### config.mk
export PLATFORM = sky130hd
export DESIGN_NAME = sram_arbiter_flat
export DESIGN_NICKNAME = d
export VERILOG_FILES = /design/src/rtl/sram_arbiter_if.sv /design/src/rtl/sram_arbiter.sv /design/src/flat_wrapper.sv
export SDC_FILE = /design/constraint.sdc
export NUM_CORES = 1
export LEC_CHECK = 0
export ABC_AREA = 1
export CAP_MARGIN = 25
export CELL_PAD_IN_SITES_DETAIL_PLACEMENT = 1
export CELL_PAD_IN_SITES_GLOBAL_PLACEMENT = 1
export CORE_AREA = 5 5 177 111
export CTS_BUF_LIST = sky130_fd_sc_hd__clkbuf_16
export DETAILED_ROUTE_END_ITERATION = 10
export DIE_AREA = 0 0 182 116
export PLACE_DENSITY = 0.88
export REMOVE_ABC_BUFFERS = 1
export SKIP_CTS_REPAIR_TIMING = 1
export SLEW_MARGIN = 20
export SYNTH_ARGS = -nofsm -noshare
export SYNTH_HDL_FRONTEND = slang
export SYNTH_SLANG_ARGS = --single-unit
### constraint.sdc
create_clock -name clk -period 2.45 [get_ports clk]
set_clock_uncertainty 0.2 [all_clocks]
set_input_delay 0.245 -clock clk [delete_from_list [all_inputs] [get_ports clk]]
set_output_delay 0.245 -clock clk [all_outputs]
set_load 0.01 [all_outputs]
### src/rtl/sram_arbiter_if.sv
// Bundle of fetch port, data port and SRAM pins shared by the arbiter and its environment.
// Handshake: a requester raises *_req_i with stable attributes and holds it until the matching
// *_ack_o, which is a single-cycle completion pulse; read data is valid only while ack is high.
interface sram_arbiter_if #(
   parameter int SRAM_AW = 20
);
   logic               if_req_i;
   logic [31:0]        if_addr_i;
   logic [31:0]        if_rdata_o;
   logic               if_ack_o;
   logic               dm_req_i;
   logic               dm_we_i;
   logic [31:0]        dm_addr_i;
   logic [3:0]         dm_wbe_n_i;
   logic [31:0]        dm_wdata_i;
   logic [31:0]        dm_rdata_o;
   logic               dm_ack_o;
   logic [SRAM_AW-1:0] sram_addr_o;
   logic [31:0]        sram_wdata_o;
   logic [31:0]        sram_rdata_i;
   logic [3:0]         sram_be_n_o;
   logic               sram_ce_n_o;
   logic               sram_oe_n_o;
   logic               sram_we_n_o;
   logic               arb_busy_o;

   modport slave (
      input  if_req_i, if_addr_i, dm_req_i, dm_we_i, dm_addr_i, dm_wbe_n_i, dm_wdata_i,
             sram_rdata_i,
      output if_rdata_o, if_ack_o, dm_rdata_o, dm_ack_o, sram_addr_o, sram_wdata_o,
             sram_be_n_o, sram_ce_n_o, sram_oe_n_o, sram_we_n_o, arb_busy_o
   );

   modport master (
      output if_req_i, if_addr_i, dm_req_i, dm_we_i, dm_addr_i, dm_wbe_n_i, dm_wdata_i,
             sram_rdata_i,
      input  if_rdata_o, if_ack_o, dm_rdata_o, dm_ack_o, sram_addr_o, sram_wdata_o,
             sram_be_n_o, sram_ce_n_o, sram_oe_n_o, sram_we_n_o, arb_busy_o
   );
endinterface

### src/rtl/sram_arbiter.sv
// Two-port (fetch / data) arbiter onto a single asynchronous SRAM with fixed wait states.
// Each access is IDLE -> ACCESS (WAIT_CYCLES+1 cycles) -> RECOVER (ack), all outputs registered.
module sram_arbiter #(
   parameter int WAIT_CYCLES = 1,
   parameter int SRAM_AW     = 20
) (
   input  logic           clk,
   input  logic           rst_n,
   sram_arbiter_if.slave  bus,
   output logic [1:0]     o_dbg_state
);
   typedef enum logic [1:0] {
      ST_IDLE    = 2'd0,
      ST_ACCESS  = 2'd1,
      ST_RECOVER = 2'd2
   } state_t;

   state_t             r_state;
   state_t             w_state_nxt;
   logic [3:0]         r_cnt;
   logic               r_last_dm;
   logic               r_gnt_dm;
   logic               r_store;
   logic               r_busy;
   logic [SRAM_AW-1:0] r_addr;
   logic [31:0]        r_wdata;
   logic [31:0]        r_if_rdata;
   logic [31:0]        r_dm_rdata;
   logic [3:0]         r_be_n;
   logic               r_ce_n;
   logic               r_oe_n;
   logic               r_we_n;
   logic               r_if_ack;
   logic               r_dm_ack;
   logic               w_any_req;
   logic               w_grant_dm;
   logic               w_store;
   logic [31:0]        w_sel_addr;
   logic               w_unused;

   // On contention the port that did not win last time gets the SRAM.
   assign w_any_req  = bus.if_req_i | bus.dm_req_i;
   assign w_grant_dm = bus.dm_req_i & (~bus.if_req_i | ~r_last_dm);
   assign w_store    = w_grant_dm & bus.dm_we_i;
   assign w_sel_addr = w_grant_dm ? bus.dm_addr_i : bus.if_addr_i;
   assign w_unused   = ^{w_sel_addr[31:SRAM_AW+2], w_sel_addr[1:0]};

   always_comb begin
      w_state_nxt = r_state;
      case (r_state)
         ST_IDLE:    if (w_any_req) w_state_nxt = ST_ACCESS;
         ST_ACCESS:  if (r_cnt == 4'd0) w_state_nxt = ST_RECOVER;
         ST_RECOVER: w_state_nxt = ST_IDLE;
         default:    w_state_nxt = ST_IDLE;
      endcase
   end

   always_ff @(posedge clk or negedge rst_n) begin
      if (!rst_n) begin
         r_state <= ST_IDLE;
         r_busy  <= 1'b0;
      end else begin
         r_state <= w_state_nxt;
         r_busy  <= (w_state_nxt != ST_IDLE);
      end
   end

   always_ff @(posedge clk or negedge rst_n) begin
      if (!rst_n) begin
         r_cnt      <= 4'd0;
         r_last_dm  <= 1'b0;
         r_gnt_dm   <= 1'b0;
         r_store    <= 1'b0;
         r_addr     <= '0;
         r_wdata    <= 32'h0;
         r_if_rdata <= 32'h0;
         r_dm_rdata <= 32'h0;
         r_be_n     <= 4'hf;
         r_ce_n     <= 1'b1;
         r_oe_n     <= 1'b1;
         r_we_n     <= 1'b1;
         r_if_ack   <= 1'b0;
         r_dm_ack   <= 1'b0;
      end else begin
         case (r_state)
            ST_IDLE: begin
               if (w_any_req) begin
                  r_gnt_dm  <= w_grant_dm;
                  r_last_dm <= w_grant_dm;
                  r_store   <= w_store;
                  r_addr    <= w_sel_addr[SRAM_AW+1:2];
                  r_cnt     <= 4'(WAIT_CYCLES);
                  r_ce_n    <= 1'b0;
                  r_oe_n    <= w_store;
                  r_we_n    <= ~w_store;
                  r_be_n    <= w_store ? bus.dm_wbe_n_i : 4'h0;
                  if (w_store) r_wdata <= bus.dm_wdata_i;
               end
            end
            ST_ACCESS: begin
               if (r_cnt != 4'd0) begin
                  r_cnt <= r_cnt - 4'd1;
               end else begin
                  if (!r_store) begin
                     if (r_gnt_dm) r_dm_rdata <= bus.sram_rdata_i;
                     else          r_if_rdata <= bus.sram_rdata_i;
                  end
                  r_ce_n   <= 1'b1;
                  r_oe_n   <= 1'b1;
                  r_we_n   <= 1'b1;
                  r_be_n   <= 4'hf;
                  r_if_ack <= ~r_gnt_dm;
                  r_dm_ack <= r_gnt_dm;
               end
            end
            ST_RECOVER: begin
               r_if_ack <= 1'b0;
               r_dm_ack <= 1'b0;
            end
            default: ;
         endcase
      end
   end

   assign bus.if_rdata_o   = r_if_rdata;
   assign bus.if_ack_o     = r_if_ack;
   assign bus.dm_rdata_o   = r_dm_rdata;
   assign bus.dm_ack_o     = r_dm_ack;
   assign bus.sram_addr_o  = r_addr;
   assign bus.sram_wdata_o = r_wdata;
   assign bus.sram_be_n_o  = r_be_n;
   assign bus.sram_ce_n_o  = r_ce_n;
   assign bus.sram_oe_n_o  = r_oe_n;
   assign bus.sram_we_n_o  = r_we_n;
   assign bus.arb_busy_o   = r_busy;
   assign o_dbg_state      = r_state;
endmodule

### src/flat_wrapper.sv
// flat-port wrapper written by rule: the top's interface ports become plain ports
module sram_arbiter_flat 
#(
   parameter int WAIT_CYCLES = 1,
   parameter int SRAM_AW     = 20
)
  (clk, rst_n, o_dbg_state, bus_if_req_i, bus_if_addr_i, bus_dm_req_i, bus_dm_we_i, bus_dm_addr_i, bus_dm_wbe_n_i, bus_dm_wdata_i, bus_sram_rdata_i, bus_if_rdata_o, bus_if_ack_o, bus_dm_rdata_o, bus_dm_ack_o, bus_sram_addr_o, bus_sram_wdata_o, bus_sram_be_n_o, bus_sram_ce_n_o, bus_sram_oe_n_o, bus_sram_we_n_o, bus_arb_busy_o);
  sram_arbiter_if #(.SRAM_AW(SRAM_AW)) bus_i ();
  input  logic clk;
  input  logic rst_n;
  output logic [1:0] o_dbg_state;
  input wire logic [$bits(bus_i.if_req_i)-1:0] bus_if_req_i;
  input wire logic [$bits(bus_i.if_addr_i)-1:0] bus_if_addr_i;
  input wire logic [$bits(bus_i.dm_req_i)-1:0] bus_dm_req_i;
  input wire logic [$bits(bus_i.dm_we_i)-1:0] bus_dm_we_i;
  input wire logic [$bits(bus_i.dm_addr_i)-1:0] bus_dm_addr_i;
  input wire logic [$bits(bus_i.dm_wbe_n_i)-1:0] bus_dm_wbe_n_i;
  input wire logic [$bits(bus_i.dm_wdata_i)-1:0] bus_dm_wdata_i;
  input wire logic [$bits(bus_i.sram_rdata_i)-1:0] bus_sram_rdata_i;
  output wire logic [$bits(bus_i.if_rdata_o)-1:0] bus_if_rdata_o;
  output wire logic [$bits(bus_i.if_ack_o)-1:0] bus_if_ack_o;
  output wire logic [$bits(bus_i.dm_rdata_o)-1:0] bus_dm_rdata_o;
  output wire logic [$bits(bus_i.dm_ack_o)-1:0] bus_dm_ack_o;
  output wire logic [$bits(bus_i.sram_addr_o)-1:0] bus_sram_addr_o;
  output wire logic [$bits(bus_i.sram_wdata_o)-1:0] bus_sram_wdata_o;
  output wire logic [$bits(bus_i.sram_be_n_o)-1:0] bus_sram_be_n_o;
  output wire logic [$bits(bus_i.sram_ce_n_o)-1:0] bus_sram_ce_n_o;
  output wire logic [$bits(bus_i.sram_oe_n_o)-1:0] bus_sram_oe_n_o;
  output wire logic [$bits(bus_i.sram_we_n_o)-1:0] bus_sram_we_n_o;
  output wire logic [$bits(bus_i.arb_busy_o)-1:0] bus_arb_busy_o;
  assign bus_i.if_req_i = bus_if_req_i;
  assign bus_i.if_addr_i = bus_if_addr_i;
  assign bus_i.dm_req_i = bus_dm_req_i;
  assign bus_i.dm_we_i = bus_dm_we_i;
  assign bus_i.dm_addr_i = bus_dm_addr_i;
  assign bus_i.dm_wbe_n_i = bus_dm_wbe_n_i;
  assign bus_i.dm_wdata_i = bus_dm_wdata_i;
  assign bus_i.sram_rdata_i = bus_sram_rdata_i;
  assign bus_if_rdata_o = bus_i.if_rdata_o;
  assign bus_if_ack_o = bus_i.if_ack_o;
  assign bus_dm_rdata_o = bus_i.dm_rdata_o;
  assign bus_dm_ack_o = bus_i.dm_ack_o;
  assign bus_sram_addr_o = bus_i.sram_addr_o;
  assign bus_sram_wdata_o = bus_i.sram_wdata_o;
  assign bus_sram_be_n_o = bus_i.sram_be_n_o;
  assign bus_sram_ce_n_o = bus_i.sram_ce_n_o;
  assign bus_sram_oe_n_o = bus_i.sram_oe_n_o;
  assign bus_sram_we_n_o = bus_i.sram_we_n_o;
  assign bus_arb_busy_o = bus_i.arb_busy_o;
  sram_arbiter #(.WAIT_CYCLES(WAIT_CYCLES), .SRAM_AW(SRAM_AW)) u_core (.clk(clk), .rst_n(rst_n), .bus(bus_i), .o_dbg_state(o_dbg_state));
endmodule
==> results.py, run 1 <==
metrics = {
    "die": {
        "die_h_um": 116,
        "pin_count": 265,
        "die_w_um": 182,
        "core_um2": 17730,
        "row_count": 38,
        "start_util": 0.3040,
        "dieArea_um2": 21110,
    },
    "global_route": {
        "grt_first_pass_wirelength_mm": 30.79,
        "first_global_vias": 5616,
        "grt_max_degree": 135,
        "overflow": 0,
        "grt_usage": 0.1846,
        "antenna_found_initial": 1,
    },
    "sta": {
        "worst_pin_slew_ns": 0.8213,
        "fmax_mhz": 500.2,
        "setup_viol": 0,
        "final_max_slew_viol_count": 0,
        "hold-worst-slack_ns": 0.1765,
        "grt_setup_unrepaired": "no",
        "slew_headroom": 0.4525,
        "timing.final.crit_share": 0.8160,
        "hold_violations": 0,
        "fin_ws_ns": 0.4508,
        "period_needed_ns": 1.999,
    },
    "setup_path": {
        "crit_chain": "inv_1 -> ha_1 -> nand2_1 -> nor3_4 -> buf_4 -> nand2_1 -> nand2_1",
        "reg2reg_to": "u_core.bus.dm_rdata_o[15]",
        "crit_path_end_kind": "flop",
        "worstRegToRegCells": 7,
        "slowest_delay_ns": 0.39,
        "arrival_ns": 2.14,
        "path_class": "reg2reg",
        "cp_slowest_cell": "dfrtp_1",
        "crit-reg2reg-launch": "u_core.r_cnt[0]",
        "crit_path_frequent_cell": "nand2_1",
        "ff2ff_setup_slack_ns": 0.45,
        "worstSetupStartpointType": "flop",
        "cp_max_fo": 32,
        "cp.required_ns": 2.59,
    },
    "job": {
        "maxCapViolCount": 0,
    },
    "yosys": {
        "synthSimpleGateAreaFrac": 0.2887,
        "synth_top_family_by_area": "simple AND/OR/NAND/NOR gates",
        "synthAdderAreaFrac": 0.004641,
        "synthArstFlopShare": 1.000,
        "synth_top_area_cell": "dfrtp_1",
        "synth_cell_types": 21,
        "ys.flop_type": "dfrtp_1",
        "ys_ff_latch": 134,
        "synth-xor-area-share": 0.001625,
        "syn_inst": 619,
        "seq_area_frac_synth": 0.6236,
        "syn_area_um2": 5391,
        "synthTopCellsByArea": "dfrtp_1 (59%), nand2_1 (22%), o21ai_0 (4.4%), dfstp_2 (3.4%), nand3_1 (3.2%)",
        "synthTopCellsByCount": "nand2_1 (317), dfrtp_1 (127), o21ai_0 (47)",
        "syn_area_per_cell_um2": 8.710,
        "synth_most_common_cell": "nand2_1",
        "synthMuxAreaShare": 0,
        "synth-compound-area-share": 0.04618,
        "synthDominantCellAreaShare": 0.5895,
        "synth-edff-count": 0,
        "yosysWarnings": 0,
    },
    "clock_tree": {
        "clock_latency_ns": 0.40,
        "cts_buffers": 17,
        "cts_root_buffer": "clkbuf_16",
        "clkSinkCount": 134,
        "clk_path_buf_depth": 2,
        "cts_tree": "yes",
        "clk_pin_slew_worst_paths_ns": 0.07,
        "htreeDepth": 4,
    },
    "pwr": {
        "total_power_mw": 11.84,
        "ir_drop_mv": 0.5018,
        "power_density_nw_per_um2": 1370,
        "power_leakage_nw": 4.075,
    },
    "min_path": {
        "hold_end": "u_core.bus.sram_wdata_o[5]",
        "holdCritPathClass": "in2reg",
        "min_from": "bus_dm_wdata_i[5]",
        "whs_path_depth": 3,
    },
    "placed_design": {
        "numPortBuffers": 240,
        "hpwl_mm": 14.47,
        "dpl-instance-area_um2": 8073,
        "gp_congestion": 0.7797,
        "preCtsSetupSlack_ns": 0.2961,
    },
    "drt": {
        "drt-initial-drc-count": 248,
        "num_vias": 5144,
        "ant_nets": 0,
        "drtPass1Iterations": 4,
        "wl_per_cell_um": 17.62,
        "drc": 0,
        "via_per_inst": 4.605,
        "wl_mm": 19.68,
    },
    "layout": {
        "final_util": 0.4873,
        "num_antenna_cells": 0,
        "layout-drive-gt1-share": 0.07070,
        "area_growth_pct": 60.29,
        "finalNetCount": 1003,
        "fillCellCount": 2068,
        "fin_area_um2": 8642,
    },
    "outcome": {
        "outcome": "completed",
    },
}
## cells by family after synthesis
kind of cell / Yosys count
adder cells (fa/ha/maj): 2
XOR/XNOR: 1
flip-flops: 134
buffers and inverters: 40
AO/OA/AOI/OAI: 49
AND/OR/NAND/NOR: 393
## state kept, by name, summed over array words and instances (netlist names), 2 cells and up
| name | flops |
|---|---|
| u_core.bus.sram_wdata_o | 32 |
| u_core.bus.sram_addr_o | 20 |
| u_core.bus.sram_be_n_o | 4 |
| u_core.r_cnt | 4 |
| u_core.o_dbg_state | 2 |
| u_core.bus.dm_rdata_o | 32 |
| u_core.bus.if_rdata_o | 32 |
## critical path: cells and delay by family (launching register included)
| family | cells | cell delay, ns |
|---|---|---|
| buf+inv | 2 | 0.52 |
| flops | 1 | 0.39 |
| fa+ha+maj | 1 | 0.19 |
| simple gates | 4 | 0.62 |
## metrics by stage
| step | cells | setup TNS [ns] |
|---|---|---|
| final | 1117 | 0 |
| after floorplan | 590 | -11.72 |
| after CTS | 1116 | 0 |
| after global routing | 1117 | 0 |
| after detailed placement | 1084 | 0 |
| after global placement | 1084 | 0 |
## how the worst max path moves through the flow
stage	startpoint	to	cells past startpoint
after global placement	bus_dm_req_i	u_core.bus.sram_wdata_o[2]	7
final	u_core.r_cnt[0]	u_core.bus.dm_rdata_o[15]	7
after detailed placement	bus_dm_req_i	u_core.bus.sram_wdata_o[20]	7
after floorplan	u_core.r_last_dm	u_core.bus.if_rdata_o[0]	4
after global routing	u_core.r_last_dm	u_core.bus.sram_wdata_o[8]	7
after CTS	u_core.r_cnt[0]	u_core.bus.dm_rdata_o[15]	7
## area by class of cell
| type | count | area (um2) | area share |
|---|---|---|---|
| clock buffer | 17 | 425.4 | 0.04923 |
| clock inverter | 15 | 133.9 | 0.01549 |
| inverter | 11 | 41.29 | 0.004778 |
| multi-input combinational | 445 | 1848 | 0.2138 |
| sequential | 134 | 3362 | 0.3890 |
| tap | 240 | 300.3 | 0.03475 |
| timing repair buffer | 255 | 2531 | 0.2929 |
## report_power, final
group	total, mW	switching [mW]	internal [mW]
sequential	3.99	0.634	3.35
combinational	5.41	2.79	2.63
clock	2.44	1.03	1.40
total	11.8	4.46	7.39
## routing by layer
layer,global-route usage,share of wire
met1,0.2429,0.46
met2,0.2965,0.45
met3,0.06650,0.079
met4,0.04048,0.010
met5,0,0.00066
## cells in the final DEF (no fill, tap or decap), types with 5 or more instances in the layout
| cell | count |
|---|---|
| o21ai_0 | 47 |
| clkdlybuf4s50_1 | 239 |
| inv_1 | 12 |
| nor2_1 | 32 |
| nand3_1 | 35 |
| dfrtp_1 | 127 |
| clkbuf_16 | 17 |
| dfstp_2 | 7 |
| buf_4 | 13 |
| nand2_1 | 317 |
| clkinv_4 | 5 |
Note: power is estimated with default switching activity, not from simulation.
==> inputs of run 2 (changes only) <==
--- a/config.mk
+++ b/config.mk
@@ -9,11 +9,11 @@
 export CAP_MARGIN = 25
 export CELL_PAD_IN_SITES_DETAIL_PLACEMENT = 1
 export CELL_PAD_IN_SITES_GLOBAL_PLACEMENT = 1
-export CORE_AREA = 5 5 177 111
+export CORE_AREA = 5 5 183 114
 export CTS_BUF_LIST = sky130_fd_sc_hd__clkbuf_16
 export DETAILED_ROUTE_END_ITERATION = 10
-export DIE_AREA = 0 0 182 116
-export PLACE_DENSITY = 0.88
+export DIE_AREA = 0 0 188 119
+export PLACE_DENSITY = 0.84
 export REMOVE_ABC_BUFFERS = 1
 export SKIP_CTS_REPAIR_TIMING = 1
 export SLEW_MARGIN = 20
==> constraint.sdc (replaced) <==
create_clock -name clk -period 1.98 [get_ports clk]
set_clock_uncertainty 0.2 [all_clocks]
set_input_delay 0.198 -clock clk [delete_from_list [all_inputs] [get_ports clk]]
set_output_delay 0.198 -clock clk [all_outputs]
set_load 0.01 [all_outputs]
==> results.py, run 2 (synthesized netlist as in run 1, its figures left out) <==
metrics = {
    "outcome": {
        "outcome": "completed",
    },
    "layout": {
        "area_growth_pct": 62.03,
        "fillCellCount": 2189,
        "num_antenna_cells": 0,
        "seqCellArea_um2": 3362,
        "multi_input_area_um2": 1851,
        "final_common_cell": "nand2_1",
        "layout-drive-gt1-share": 0.07814,
        "final_cell_mix": "nand2_1 (316), clkdlybuf4s50_1 (239), dfrtp_1 (127)",
        "finalNetCount": 1010,
        "final_util": 0.4638,
        "fin_area_um2": 8736,
    },
    "drt": {
        "drtPass1Iterations": 4,
        "wl_per_cell_um": 18.27,
        "drt-initial-drc-count": 245,
        "via_per_inst": 4.631,
        "wl_mm": 20.62,
        "drc": 0,
        "num_vias": 5228,
        "ant_nets": 0,
    },
    "die": {
        "start_util": 0.2862,
        "die_h_um": 119,
        "die_w_um": 188,
        "core_um2": 18840,
        "dieArea_um2": 22370,
        "row_count": 39,
        "pin_count": 265,
    },
    "setup_path": {
        "crit_chain": "clkdlybuf4s50_1",
        "cp_slowest_cell": "clkdlybuf4s50_1",
        "ff2ff_setup_slack_ns": 0.15,
        "critPathTopFamily": "buffers and inverters",
        "worstRegToRegCells": 8,
        "path_buf_inv": 1,
        "crit_path_end_kind": "primary output",
        "path_class": "reg2out",
        "worstSetupStartpointType": "flop",
        "cp_max_fo": 2,
        "arrival_ns": 1.53,
        "crit_cells": 1,
        "cp.required_ns": 1.58,
        "slowest_delay_ns": 0.56,
    },
    "pwr": {
        "netSwitchingFraction": 0.3758,
        "power_leakage_nw": 4.118,
        "p_sw_mw": 5.522,
        "p_int_mw": 9.172,
        "clockPowerShare": 0.196,
        "p_seq_frac": 0.338,
        "power_density_nw_per_um2": 1682,
        "combPwrFrac": 0.466,
        "ir_drop_mv": 0.8098,
    },
    "clock_tree": {
        "clock_latency_ns": 0.42,
        "cts_tree": "yes",
        "htreeDepth": 4,
        "cts_root_buffer": "clkbuf_16",
        "clkSinkCount": 134,
        "cts_buffers": 17,
        "clk_path_buf_depth": 2,
        "clk_pin_slew_worst_paths_ns": 0.06,
    },
    "global_route": {
        "gr-usage-met3": 0.09064,
        "antenna_found_initial": 0,
        "grt_first_pass_wirelength_mm": 33.01,
        "grt_usage": 0.1885,
        "grt_max_degree": 45,
        "grt_util_met2": 0.2863,
        "first_global_vias": 5750,
        "overflow": 0,
        "grt_busiest_layer": "met2",
        "use_met1": 0.2409,
    },
    "placed_design": {
        "gp_congestion": 0.8269,
        "numPortBuffers": 240,
        "dpl-instance-area_um2": 8195,
        "hpwl_mm": 15.07,
    },
    "sta": {
        "worst_pin_slew_ns": 0.5699,
        "timing.final.crit_share": 0.9739,
        "grt_setup_unrepaired": "no",
        "final_max_slew_viol_count": 0,
        "hold_violations": 0,
        "tns_ns": 0,
        "slew_headroom": 0.6196,
        "setup_viol": 0,
        "period_needed_ns": 1.928,
        "hold-worst-slack_ns": 0.04927,
        "fmax_mhz": 518.6,
    },
    "job": {
        "maxCapViolCount": 0,
    },
    "min_path": {
        "holdCritPathClass": "in2async",
    },
}
-- run 2: cell count changes in the layout (fill, tap and decap cells not counted), moves of 3 or more --
cell / before / now
buf_12: 1 / 6
inv_6: 3 / 0
clkinv_4: 5 / 0
clkinv_2: 0 / 7
clkinv_1: 0 / 3
inv_1: 12 / 9
-- run 2: layout make-up --
cell class / count / area share
Clock inverter: 14 / 0.01089
Timing Repair Buffer: 262 / 0.3038
Clock buffer: 17 / 0.04870
Tap cell: 246 / 0.03523
Multi-Input combinational cell: 445 / 0.2118
Sequential cell: 134 / 0.3848
Inverter: 11 / 0.004726
-- run 2: final timing paths --
kind                                           from                          end
max                          u_core.bus.sram_we_n_o              bus_sram_we_n_o
min                                           rst_n  u_core.bus.sram_wdata_o[24]
max reg2reg                         u_core.r_cnt[1]     u_core.bus.dm_rdata_o[2]
min reg2reg                u_core.bus.if_rdata_o[5]     u_core.bus.if_rdata_o[5]
max in group asynchronous                     rst_n     u_core.bus.if_rdata_o[4]
min in group clk                  bus_dm_wdata_i[3]   u_core.bus.sram_wdata_o[3]
-- run 2: per-stage QoR --
step	std cells	power, mW	worst slack, ns
3_5_place_dp	1097	11.88	0.007838
2_1_floorplan	590	7.559	-0.8364
6_report	1129	14.69	0.05164
3_3_place_gp	1097	11.58	0.04391
4_1_cts	1128	14.91	-0.002465
5_1_grt	1129	15.79	0.008751
-- run 2: metal layers --
metal,part of all wire,vias up
met5,0,-
met4,0.017,0
met3,0.096,28
met2,0.44,193
met1,0.44,2569
li1,-,2438
-- run 2: power groups by stage --
stage | clock network, mW | logic (mW) | registers, mW
2_1_floorplan | 0 | 2.07 | 5.48
6_report | 2.88 | 6.85 | 4.96
5_1_grt | 3.11 | 7.53 | 5.14
3_3_place_gp | 0 | 6.66 | 4.91
4_1_cts | 2.96 | 6.97 | 4.98
3_5_place_dp | 0 | 6.89 | 4.98
